[src/rtl/reg_bank_pkg.sv]
// Shared definitions for the parametrised register bank.
// Holds the write-source encodings and the sequencer state type.
package reg_bank_pkg;

  localparam logic [2:0] SEL_INA   = 3'd0;
  localparam logic [2:0] SEL_INB   = 3'd1;
  localparam logic [2:0] SEL_CONST = 3'd2;
  localparam logic [2:0] SEL_ALU   = 3'd3;
  localparam logic [2:0] SEL_REG   = 3'd4;

  typedef enum logic [1:0] {
    ST_IDLE,
    ST_CLEAR,
    ST_DUMP
  } seq_state_e;

endpackage

[src/rtl/reg_bank_param_if.sv]
// Bus bundle between the control unit / debug path (master) and the register bank (slave).
interface reg_bank_param_if #(
  parameter int DW   = 8,
  parameter int NREG = 16
);
  localparam int AW = $clog2(NREG);

  logic [2:0]    in_sel;
  logic [DW-1:0] in_a;
  logic [DW-1:0] in_b;
  logic [DW-1:0] cu_const;
  logic [DW-1:0] alu_out;
  logic [AW-1:0] src_addr;
  logic          we;
  logic [AW-1:0] wr_addr;
  logic [AW-1:0] rd_addr_a;
  logic [AW-1:0] rd_addr_b;
  logic [DW-1:0] rd_data_a;
  logic [DW-1:0] rd_data_b;
  logic [DW-1:0] out_q;
  logic [DW-1:0] out_r;
  logic          clr_req;
  logic          dump_req;
  logic          dump_valid;
  logic          dump_ready;
  logic [AW-1:0] dump_addr;
  logic [DW-1:0] dump_data;
  logic          busy;

  modport master (
    output in_sel, in_a, in_b, cu_const, alu_out, src_addr, we, wr_addr,
           rd_addr_a, rd_addr_b, clr_req, dump_req, dump_ready,
    input  rd_data_a, rd_data_b, out_q, out_r, dump_valid, dump_addr,
           dump_data, busy
  );

  modport slave (
    input  in_sel, in_a, in_b, cu_const, alu_out, src_addr, we, wr_addr,
           rd_addr_a, rd_addr_b, clr_req, dump_req, dump_ready,
    output rd_data_a, rd_data_b, out_q, out_r, dump_valid, dump_addr,
           dump_data, busy
  );

endinterface

[src/rtl/reg_bank_seq.sv]
// Bulk-clear / register-dump sequencer for the register bank.
// Walks a counter over every register index and exits at the last one.
module reg_bank_seq
  import reg_bank_pkg::*;
#(
  parameter int NREG = 16,
  parameter int AW   = $clog2(NREG)
) (
  input  logic          clk,
  input  logic          rst,
  input  logic          clr_req,
  input  logic          dump_req,
  input  logic          dump_ready,
  output logic          busy,
  output logic          clear_we,
  output logic [AW-1:0] clear_addr,
  output logic          dump_valid,
  output logic [AW-1:0] dump_addr
);

  localparam logic [AW-1:0] LAST = AW'(NREG - 1);

  seq_state_e    state_q, state_d;
  logic [AW-1:0] cnt_q, cnt_d;

  always_comb begin
    state_d = state_q;
    cnt_d   = cnt_q;
    case (state_q)
      ST_IDLE: begin
        // clear has priority; a coincident dump request is dropped
        if (clr_req) begin
          state_d = ST_CLEAR;
          cnt_d   = '0;
        end else if (dump_req) begin
          state_d = ST_DUMP;
          cnt_d   = '0;
        end
      end
      ST_CLEAR: begin
        if (cnt_q == LAST) begin
          state_d = ST_IDLE;
          cnt_d   = '0;
        end else begin
          cnt_d = cnt_q + AW'(1);
        end
      end
      ST_DUMP: begin
        if (dump_ready) begin
          if (cnt_q == LAST) begin
            state_d = ST_IDLE;
            cnt_d   = '0;
          end else begin
            cnt_d = cnt_q + AW'(1);
          end
        end
      end
      default: begin
        state_d = ST_IDLE;
        cnt_d   = '0;
      end
    endcase
  end

  always_ff @(posedge clk or posedge rst) begin
    if (rst) begin
      state_q <= ST_IDLE;
      cnt_q   <= '0;
    end else begin
      state_q <= state_d;
      cnt_q   <= cnt_d;
    end
  end

  assign busy       = (state_q != ST_IDLE);
  assign clear_we   = (state_q == ST_CLEAR);
  assign clear_addr = cnt_q;
  assign dump_valid = (state_q == ST_DUMP);
  assign dump_addr  = dump_valid ? cnt_q : '0;

endmodule

[src/rtl/reg_bank_param.sv]
// Parametrised register bank: write-source mux, two read ports with optional
// write-through bypass, fixed Q/R taps, and a clear/dump sequencer.
module reg_bank_param
  import reg_bank_pkg::*;
#(
  parameter int DW     = 8,
  parameter int NREG   = 16,
  parameter int Q_IDX  = 0,
  parameter int R_IDX  = 14,
  parameter bit BYPASS = 1'b1
) (
  input logic             clk,
  input logic             rst,
  reg_bank_param_if.slave bus
);

  localparam int AW    = $clog2(NREG);
  localparam int NVIEW = 2 ** AW;

  logic [DW-1:0] regs_q [NREG];
  logic [DW-1:0] regs_d [NREG];
  logic [DW-1:0] view   [NVIEW];
  logic [DW-1:0] wdata;
  logic          wr_en;
  logic          busy;
  logic          clear_we;
  logic [AW-1:0] clear_addr;
  logic          dump_valid;
  logic [AW-1:0] dump_addr;

  reg_bank_seq #(.NREG(NREG), .AW(AW)) u_seq (
    .clk        (clk),
    .rst        (rst),
    .clr_req    (bus.clr_req),
    .dump_req   (bus.dump_req),
    .dump_ready (bus.dump_ready),
    .busy       (busy),
    .clear_we   (clear_we),
    .clear_addr (clear_addr),
    .dump_valid (dump_valid),
    .dump_addr  (dump_addr)
  );

  // Addresses beyond NREG read as zero when the depth is not a power of two
  for (genvar i = 0; i < NVIEW; i++) begin : g_view
    if (i < NREG) begin : g_real
      assign view[i] = regs_q[i];
    end else begin : g_pad
      assign view[i] = '0;
    end
  end

  always_comb begin
    case (bus.in_sel)
      SEL_INA:   wdata = bus.in_a;
      SEL_INB:   wdata = bus.in_b;
      SEL_CONST: wdata = bus.cu_const;
      SEL_ALU:   wdata = bus.alu_out;
      default:   wdata = view[bus.src_addr];
    endcase
  end

  assign wr_en = bus.we && !busy && (int'(bus.wr_addr) < NREG);

  always_comb begin
    regs_d = regs_q;
    if (clear_we) begin
      if (int'(clear_addr) < NREG) regs_d[clear_addr] = '0;
    end else if (wr_en) begin
      regs_d[bus.wr_addr] = wdata;
    end
  end

  always_ff @(posedge clk or posedge rst) begin
    if (rst) begin
      regs_q <= '{default: '0};
    end else begin
      regs_q <= regs_d;
    end
  end

  assign bus.rd_data_a = (BYPASS && wr_en && (bus.wr_addr == bus.rd_addr_a)) ?
                         wdata : view[bus.rd_addr_a];
  assign bus.rd_data_b = (BYPASS && wr_en && (bus.wr_addr == bus.rd_addr_b)) ?
                         wdata : view[bus.rd_addr_b];

  assign bus.out_q      = regs_q[Q_IDX];
  assign bus.out_r      = regs_q[R_IDX];
  assign bus.busy       = busy;
  assign bus.dump_valid = dump_valid;
  assign bus.dump_addr  = dump_addr;
  assign bus.dump_data  = dump_valid ? view[dump_addr] : '0;

endmodule

[src/flat_wrapper.sv]
// flat-port wrapper written by rule: the top's interface ports become plain ports
module reg_bank_param_flat import reg_bank_pkg::*;
#(
  parameter int DW     = 8,
  parameter int NREG   = 16,
  parameter int Q_IDX  = 0,
  parameter int R_IDX  = 14,
  parameter bit BYPASS = 1'b1
)
  (clk, rst, bus_in_sel, bus_in_a, bus_in_b, bus_cu_const, bus_alu_out, bus_src_addr, bus_we, bus_wr_addr, bus_rd_addr_a, bus_rd_addr_b, bus_clr_req, bus_dump_req, bus_dump_ready, bus_rd_data_a, bus_rd_data_b, bus_out_q, bus_out_r, bus_dump_valid, bus_dump_addr, bus_dump_data, bus_busy);
  reg_bank_param_if #(.DW(DW), .NREG(NREG)) bus_i ();
  input logic clk;
  input logic rst;
  input wire logic [$bits(bus_i.in_sel)-1:0] bus_in_sel;
  input wire logic [$bits(bus_i.in_a)-1:0] bus_in_a;
  input wire logic [$bits(bus_i.in_b)-1:0] bus_in_b;
  input wire logic [$bits(bus_i.cu_const)-1:0] bus_cu_const;
  input wire logic [$bits(bus_i.alu_out)-1:0] bus_alu_out;
  input wire logic [$bits(bus_i.src_addr)-1:0] bus_src_addr;
  input wire logic [$bits(bus_i.we)-1:0] bus_we;
  input wire logic [$bits(bus_i.wr_addr)-1:0] bus_wr_addr;
  input wire logic [$bits(bus_i.rd_addr_a)-1:0] bus_rd_addr_a;
  input wire logic [$bits(bus_i.rd_addr_b)-1:0] bus_rd_addr_b;
  input wire logic [$bits(bus_i.clr_req)-1:0] bus_clr_req;
  input wire logic [$bits(bus_i.dump_req)-1:0] bus_dump_req;
  input wire logic [$bits(bus_i.dump_ready)-1:0] bus_dump_ready;
  output wire logic [$bits(bus_i.rd_data_a)-1:0] bus_rd_data_a;
  output wire logic [$bits(bus_i.rd_data_b)-1:0] bus_rd_data_b;
  output wire logic [$bits(bus_i.out_q)-1:0] bus_out_q;
  output wire logic [$bits(bus_i.out_r)-1:0] bus_out_r;
  output wire logic [$bits(bus_i.dump_valid)-1:0] bus_dump_valid;
  output wire logic [$bits(bus_i.dump_addr)-1:0] bus_dump_addr;
  output wire logic [$bits(bus_i.dump_data)-1:0] bus_dump_data;
  output wire logic [$bits(bus_i.busy)-1:0] bus_busy;
  assign bus_i.in_sel = bus_in_sel;
  assign bus_i.in_a = bus_in_a;
  assign bus_i.in_b = bus_in_b;
  assign bus_i.cu_const = bus_cu_const;
  assign bus_i.alu_out = bus_alu_out;
  assign bus_i.src_addr = bus_src_addr;
  assign bus_i.we = bus_we;
  assign bus_i.wr_addr = bus_wr_addr;
  assign bus_i.rd_addr_a = bus_rd_addr_a;
  assign bus_i.rd_addr_b = bus_rd_addr_b;
  assign bus_i.clr_req = bus_clr_req;
  assign bus_i.dump_req = bus_dump_req;
  assign bus_i.dump_ready = bus_dump_ready;
  assign bus_rd_data_a = bus_i.rd_data_a;
  assign bus_rd_data_b = bus_i.rd_data_b;
  assign bus_out_q = bus_i.out_q;
  assign bus_out_r = bus_i.out_r;
  assign bus_dump_valid = bus_i.dump_valid;
  assign bus_dump_addr = bus_i.dump_addr;
  assign bus_dump_data = bus_i.dump_data;
  assign bus_busy = bus_i.busy;
  reg_bank_param #(.DW(DW), .NREG(NREG), .Q_IDX(Q_IDX), .R_IDX(R_IDX), .BYPASS(BYPASS)) u_core (.clk(clk), .rst(rst), .bus(bus_i));
endmodule
[config.mk]
export PLATFORM = sky130hd
export DESIGN_NAME = reg_bank_param_flat
export DESIGN_NICKNAME = d
export VERILOG_FILES = /design/src/rtl/reg_bank_pkg.sv /design/src/rtl/reg_bank_param_if.sv /design/src/rtl/reg_bank_seq.sv /design/src/rtl/reg_bank_param.sv /design/src/flat_wrapper.sv
export SDC_FILE = /design/constraint.sdc
export NUM_CORES = 1
export LEC_CHECK = 0
export BUFFER_PORTS_ARGS = -buffer_cell sky130_fd_sc_hd__buf_2
export CORE_ASPECT_RATIO = 0.9
export CORE_MARGIN = 4
export CORE_UTILIZATION = 60
export DETAILED_ROUTE_END_ITERATION = 6
export GPL_TIMING_DRIVEN = 0
export HOLD_SLACK_MARGIN = 0.05
export PLACE_DENSITY = 0.81
export SLEW_MARGIN = 10
export SYNTH_ARGS = -nofsm -noshare
export SYNTH_HDL_FRONTEND = slang
export SYNTH_HIERARCHICAL = 1
export SYNTH_SLANG_ARGS = --single-unit
[constraint.sdc]
create_clock -name clk -period 5.2 [get_ports clk]
set_input_delay 0.26 -clock clk [delete_from_list [all_inputs] [get_ports clk]]
set_output_delay 0.26 -clock clk [all_outputs]
set_load 0.05 [all_outputs]
==> impl_metrics.yaml, run 1 <==
run_status:
  status: "complete, but fails checks"
  violations: "design-rule violations"
min_path:
  min_path_cells: 3
  holdCritPathClass: "input pin to flop"
synthesis:
  synth_edf_count: 0
  yosysSeqAreaShare_pct: 32.9
  synth_flop_cell: "dfrtp_1"
  synth_top_cell_area_share_pct: 32.9
  synth_seq_cells: 134
  synth_area_um2: 10200
  synthCells: 981
  synth_top_area_cell: "dfrtp_1"
  synth_area_leaders: "dfrtp_1 33%, mux4_2 25%, mux2i_1 6.5%"
  syn-num-nets: 1042
  async_flop_share_pct: 100
  yosysUniqueCellTypes: 43
  yosysWarnings: 6
  synth.avg_cell_area_um2: 10.4
placement:
  port_buffers: 94
  place.gp.congestion: 1.03
  hpwl_mm: 29.1
  dpl_worst_slack_ns: 1.48
  placedInstanceArea_um2: 11000
job:
  max_cap_violations: 0
clocking:
  clock_sinks: 134
  clock_path_buffers: 2
  clk_latency_ns: 0.43
  numCtsBuffers: 17
  cts_tree: "built"
  clk_pin_slew_ns: 0.06
  postCtsSetupBuffers: 0
  root_buffer: "clkbuf_16"
  h-tree-depth: 4
layout:
  stdcell_area_um2: 11600
  register_area_um2: 3350
  antenna_cells: 0
  final_common_cell: "dfrtp_1"
  nets: 1157
  final_core_util_pct: 70.5
  drive_gt1_share_pct: 28.0
  n_fill_cell: 1305
  multi_input_area_um2: 6300
  syn2layout_area_growth_pct: 13.5
  final_cell_mix: "134 x dfrtp_1, 125 x buf_2, 112 x mux4_2, 107 x nand3_1, 103 x nand2_1"
detailed_routing:
  dr.pass1.iters: 7
  drc: 1
  wl_per_cell_um: 29.9
  vias_per_cell: 7.67
  antenna_left: 0
  drt_first_iter_violations: 1835
  via_count: 10100
  drt-total-wl_mm: 39.3
critical_path:
  critPathBufInv: 5
  slowest_delay_ns: 0.66
  worst_path_most_repeated_cell: "buf_2"
  worstPathArrival_ns: 4.09
  crit_required_ns: 4.94
  slowest_stage: "ha_1"
  crit_fanout: 15
  critPathKind: "flop to output port"
  crit_path_end_kind: "output port"
  path_cells: "inv_1, ha_1, and2_2, buf_2, buf_4, buf_2, mux4_2, mux4_2, and2_1, buf_2"
  worstSetupPathDepth: 10
  worst-r2r-cell-count: 9
  path_delay_family: "buffers and inverters"
  worstSetupStartpointType: "flop"
timing:
  rsz0062_at_grt: "no"
  fin_crit_ns: 4.35
  period_share_pct: 83.6
  fmax_mhz: 230
  report.final.slew_viol_count: 0
  relSlewSlack_pct: 40.7
  finClkSkew_ns: 0.00673
  hold_violations: 0
  finalSetupViolCount: 0
  tightestPinTransition_ns: 0.889
  setup_ws_ns: 0.850
  setup_tns_ns: 0
floorplan:
  die_h_um: 132
  io_pins: 103
  initial_utilization_pct: 62.2
  die_x_um: 145
  coreArea_um2: 16400
  die_area_um2: 19200
  rows: 44
global_routing:
  grt-ovfl-total: 0
  antenna_found_initial: 0
  track_usage_pct: 41.4
  grt_pass1_wl_mm: 60.2
  grt_pass1_vias: 9816
  grt_max_degree: 75
pwr:
  power.density_nw_per_um2: 550
  vdd_drop_max_v: 0.000400
  p_leak_uw: 0.00502
## state kept, by name, summed over array words and instances (netlist names)
signal / count
u_core/u_seq/clear_addr: 4
u_core/u_seq/state_q: 2
u_core/regs_q: 112
u_core/bus.out_r: 8
u_core/bus.out_q: 8
## path summary, 6_finish.rpt
check	from	endpoint	slack, ns
hold / removal	bus_clr_req	u_core/u_seq/state_q[0]	0.16
min in group asynchronous	rst	u_core/u_seq/clear_addr[2]	0.33
setup reg to reg	u_core/u_seq/state_q[0]	u_core/regs_q[45]	2.47
setup / recovery	u_core/u_seq/state_q[0]	bus_dump_data[7]	0.85
max in group asynchronous	rst	u_core/regs_q[108]	4.02
hold reg to reg	u_core/u_seq/state_q[1]	u_core/u_seq/state_q[1]	0.58
## what timing repair did
item / in CTS / in global routing
endpoints found under the hold margin: 60 / 0
hold buffers: 1 / 0
resized for setup: 0 / 0
## kinds of logic (layout without fill, tap and decap cells)
logic type	Yosys count	count (layout)	share of synthesized area, %
compound gates	265	265	15.2
xor+xnor	8	8	0.687
mux	178	178	31.2
simple gates	296	296	14.2
flops	134	134	32.9
fa+ha+maj	4	4	0.491
buf+inv	96	224	5.35
## metrics by stage
step | total power [uW] | cells | hold WS, ns
after floorplan | 4080 | 981 | 0.0510
after global placement | 4900 | 1282 | 0.194
after detailed placement | 4980 | 1283 | 0.228
after CTS | 6240 | 1316 | 0.164
after global routing | 6620 | 1316 | 0.177
final | 6360 | 1316 | 0.162
## Yosys cell counts (3+ instances only)
cell      count
a211o_1       8
buf_4        19
mux2i_1      66
a21oi_1       8
xor2_1        6
o21ai_1      80
clkbuf_1     24
nor3_1        5
inv_1         5
dfrtp_1     134
and2_1       23
buf_6        10
nor2b_1      14
o21ai_0      99
nand4_1       5
mux4_2      112
nand2b_1      3
buf_1         6
buf_2        31
ha_1          4
nand3_1     107
nor2_1       21
nand2_1     103
a22oi_1      64
## area by class of cell
cell class / instances / area share [%]
Clock inverter: 14 / 1.49
Inverter: 6 / 0.238
Buffer: 90 / 4.52
Timing Repair Buffer: 96 / 4.39
Sequential cell: 134 / 29.0
Tap cell: 207 / 2.24
Multi-Input combinational cell: 751 / 54.4
Clock buffer: 18 / 3.71
## per-layer routing
metal / wire length [um] / global-route usage [%]
met1: 13500 / 54.8
met2: 17700 / 63.7
met3: 5610 / 10.9
met4: 2550 / 21.0
met5: 0 / 0
## worst reg2reg max path: cells and delay by family, from the launching register on
family          cells  cell delay [ns]
compound gates      1             0.07
fa+ha+maj           1             0.25
buf+inv             3             0.65
flops               1             0.38
simple gates        4             1.26
## power by group
part           leakage [uW]  internal [uW]  switching [uW]
registers           0.00175           1500             917
logic               0.00298           1230            1460
clock network      0.000291            758             492
Power figures use the tool's default switching activity.
==> inputs of run 2 (changes only) <==
==> constraint.sdc (replaced) <==
create_clock -name clk -period 4.1 [get_ports clk]
set_input_delay 0.205 -clock clk [delete_from_list [all_inputs] [get_ports clk]]
set_output_delay 0.205 -clock clk [all_outputs]
set_load 0.05 [all_outputs]
==> run 2 against run 1 <==
Effect of this change: the run now ends clean; flip-flop and latch count stayed put; sequential power is 26% higher; worst hold slack worse by 0.060 ns; highest routed layer unchanged.
==> impl_metrics.yaml, run 2 (synthesis gave the netlist of run 1 again) <==
global_routing:
  antenna_found_initial: 0
  grt-ovfl-total: 0
  grt_max_degree: 75
  grt_pass1_wl_mm: 60.2
  grt_pass1_vias: 9816
  track_usage_pct: 41.4
timing:
  rsz0062_at_grt: "no"
  relSlewSlack_pct: 41.0
  tightestPinTransition_ns: 0.886
  finalSetupViolCount: 0
  period_share_pct: 95.4
  hold_violations: 0
  fin_crit_ns: 3.91
  report.final.slew_viol_count: 0
  finClkSkew_ns: 0.00690
  fmax_mhz: 256
critical_path:
  crit_required_ns: 3.89
  crit_path_end_kind: "output port"
  r2r_end: "u_core/regs_q[60]"
  worstSetupStartpointType: "flop"
  worstPathArrival_ns: 3.71
  r2r_slack_ns: 1.32
  critPathKind: "flop to output port"
  worst-r2r-cell-count: 9
  reg2reg_from: "u_core/u_seq/state_q[0]"
  crit_fanout: 15
min_path:
  holdCritPathClass: "input pin to flop"
  min-delay-start: "bus_clr_req"
  min_path_cells: 3
  hold-path-endpoint: "u_core/u_seq/state_q[0]"
clocking:
  root_buffer: "clkbuf_16"
  clock_path_buffers: 2
  clk_latency_ns: 0.43
  h-tree-depth: 4
  clk_pin_slew_ns: 0.06
  numCtsBuffers: 17
  clock_sinks: 134
  cts_tree: "built"
floorplan:
  io_pins: 103
  rows: 44
  die_area_um2: 19200
  die_x_um: 145
  initial_utilization_pct: 62.2
  coreArea_um2: 16400
  die_h_um: 132
layout:
  final_cell_mix: "134 x dfrtp_1, 125 x buf_2, 112 x mux4_2, 107 x nand3_1, 103 x nand2_1"
  n_fill_cell: 1302
  register_area_um2: 3350
  stdcell_area_um2: 11600
  final_common_cell: "dfrtp_1"
  multi_input_area_um2: 6310
  nets: 1157
  fin_cells: 1316
  regMostFlops: "u_core/regs_q"
  drive_gt1_share_pct: 28.0
  antenna_cells: 0
  syn2layout_area_growth_pct: 13.6
  largest_reg_flops: 112
detailed_routing:
  drt_first_iter_violations: 1870
  dr.pass1.iters: 7
  antenna_left: 0
  drt-total-wl_mm: 39.3
  via_count: 10000
  vias_per_cell: 7.61
  wl_per_cell_um: 29.9
  drc: 0
placement:
  port_buffers: 94
  place.gp.congestion: 1.03
  placedInstanceArea_um2: 11000
  hpwl_mm: 29.1
  dp.cells: 1283
pwr:
  vdd_drop_max_v: 0.000509
  pwr-share-seq_pct: 37.9
  pwr-share-comb_pct: 42.4
  p_clk_share_pct: 19.6
  p_int_uw: 4440
  switchingPower_uw: 3640
  p_leak_uw: 0.00502
  power.density_nw_per_um2: 697
  sw_frac_of_total_pct: 45.1
job:
  max_cap_violations: 0
run_status:
  status: "completed"
-- run 2: worst max-delay path by stage --
stage                                       start                  end  slack [ns]
after CTS                 u_core/u_seq/state_q[0]     bus_dump_data[7]        0.17
final                     u_core/u_seq/state_q[0]     bus_dump_data[7]        0.19
after global placement                        rst    u_core/regs_q[94]       -0.93
after detailed placement  u_core/u_seq/state_q[0]     bus_dump_data[3]        0.43
after floorplan                               rst  u_core/bus.out_q[0]        0.48
after global routing      u_core/u_seq/state_q[0]     bus_dump_data[7]        0.13
-- run 2: layout make-up --
type	instances	share of cell area, %
buffer	90	4.51
clock buffer	18	3.70
clock inverter	14	1.49
inverter	6	0.238
multi-input combinational	751	54.5
sequential	134	28.9
tap	207	2.24
timing repair buffer	96	4.38
-- run 2: critical path, cell delays in order, from the launching register on --
cell,delay [ns]
dfrtp_1,0.38
inv_1,0.15
ha_4,0.31
and2_2,0.20
buf_2,0.23
buf_4,0.28
buf_2,0.42
mux4_2,0.38
mux4_2,0.52
and2_1,0.18
buf_2,0.20
-- run 2: routing by layer --
metal	track usage, %	up-vias	wire [um]
met3	10.9	213	5690
met5	0	-	0
met4	21.0	0	2380
li1	-	4002	-
met2	63.7	941	17900
met1	54.8	4855	13300
-- run 2: what timing repair did --
item,CTS,global route
gates resized for setup,1,1
pin swaps,0,0
hold buffers,1,0
hold endpoints to repair,60,0
setup buffers,0,0
endpoints found under the setup margin,7,2
gates cloned,0,0
-- run 2: power by group through the flow --
stage	Clock [uW]	Sequential (uW)	Combinational, uW
2_1_floorplan	0	2450	2730
3_3_place_gp	0	2940	3270
3_5_place_dp	0	2970	3350
4_1_cts	1590	2950	3370
5_1_grt	1650	3060	3690
6_report	1590	3060	3420
-- run 2: metrics by stage --
step | total power (uW) | utilization, % | TNS, ns | hold WS [ns] | setup slack [ns]
after floorplan | 5170 | - | 0 | -0.00404 | 0.482
after global placement | 6210 | 66.6 | -117.80 | 0.139 | -0.929
after detailed placement | 6320 | 66.8 | 0 | 0.173 | 0.432
after CTS | 7910 | 70.6 | 0 | 0.109 | 0.165
after global routing | 8410 | 70.6 | 0 | 0.122 | 0.129
final | 8070 | 70.6 | 0 | 0.102 | 0.188
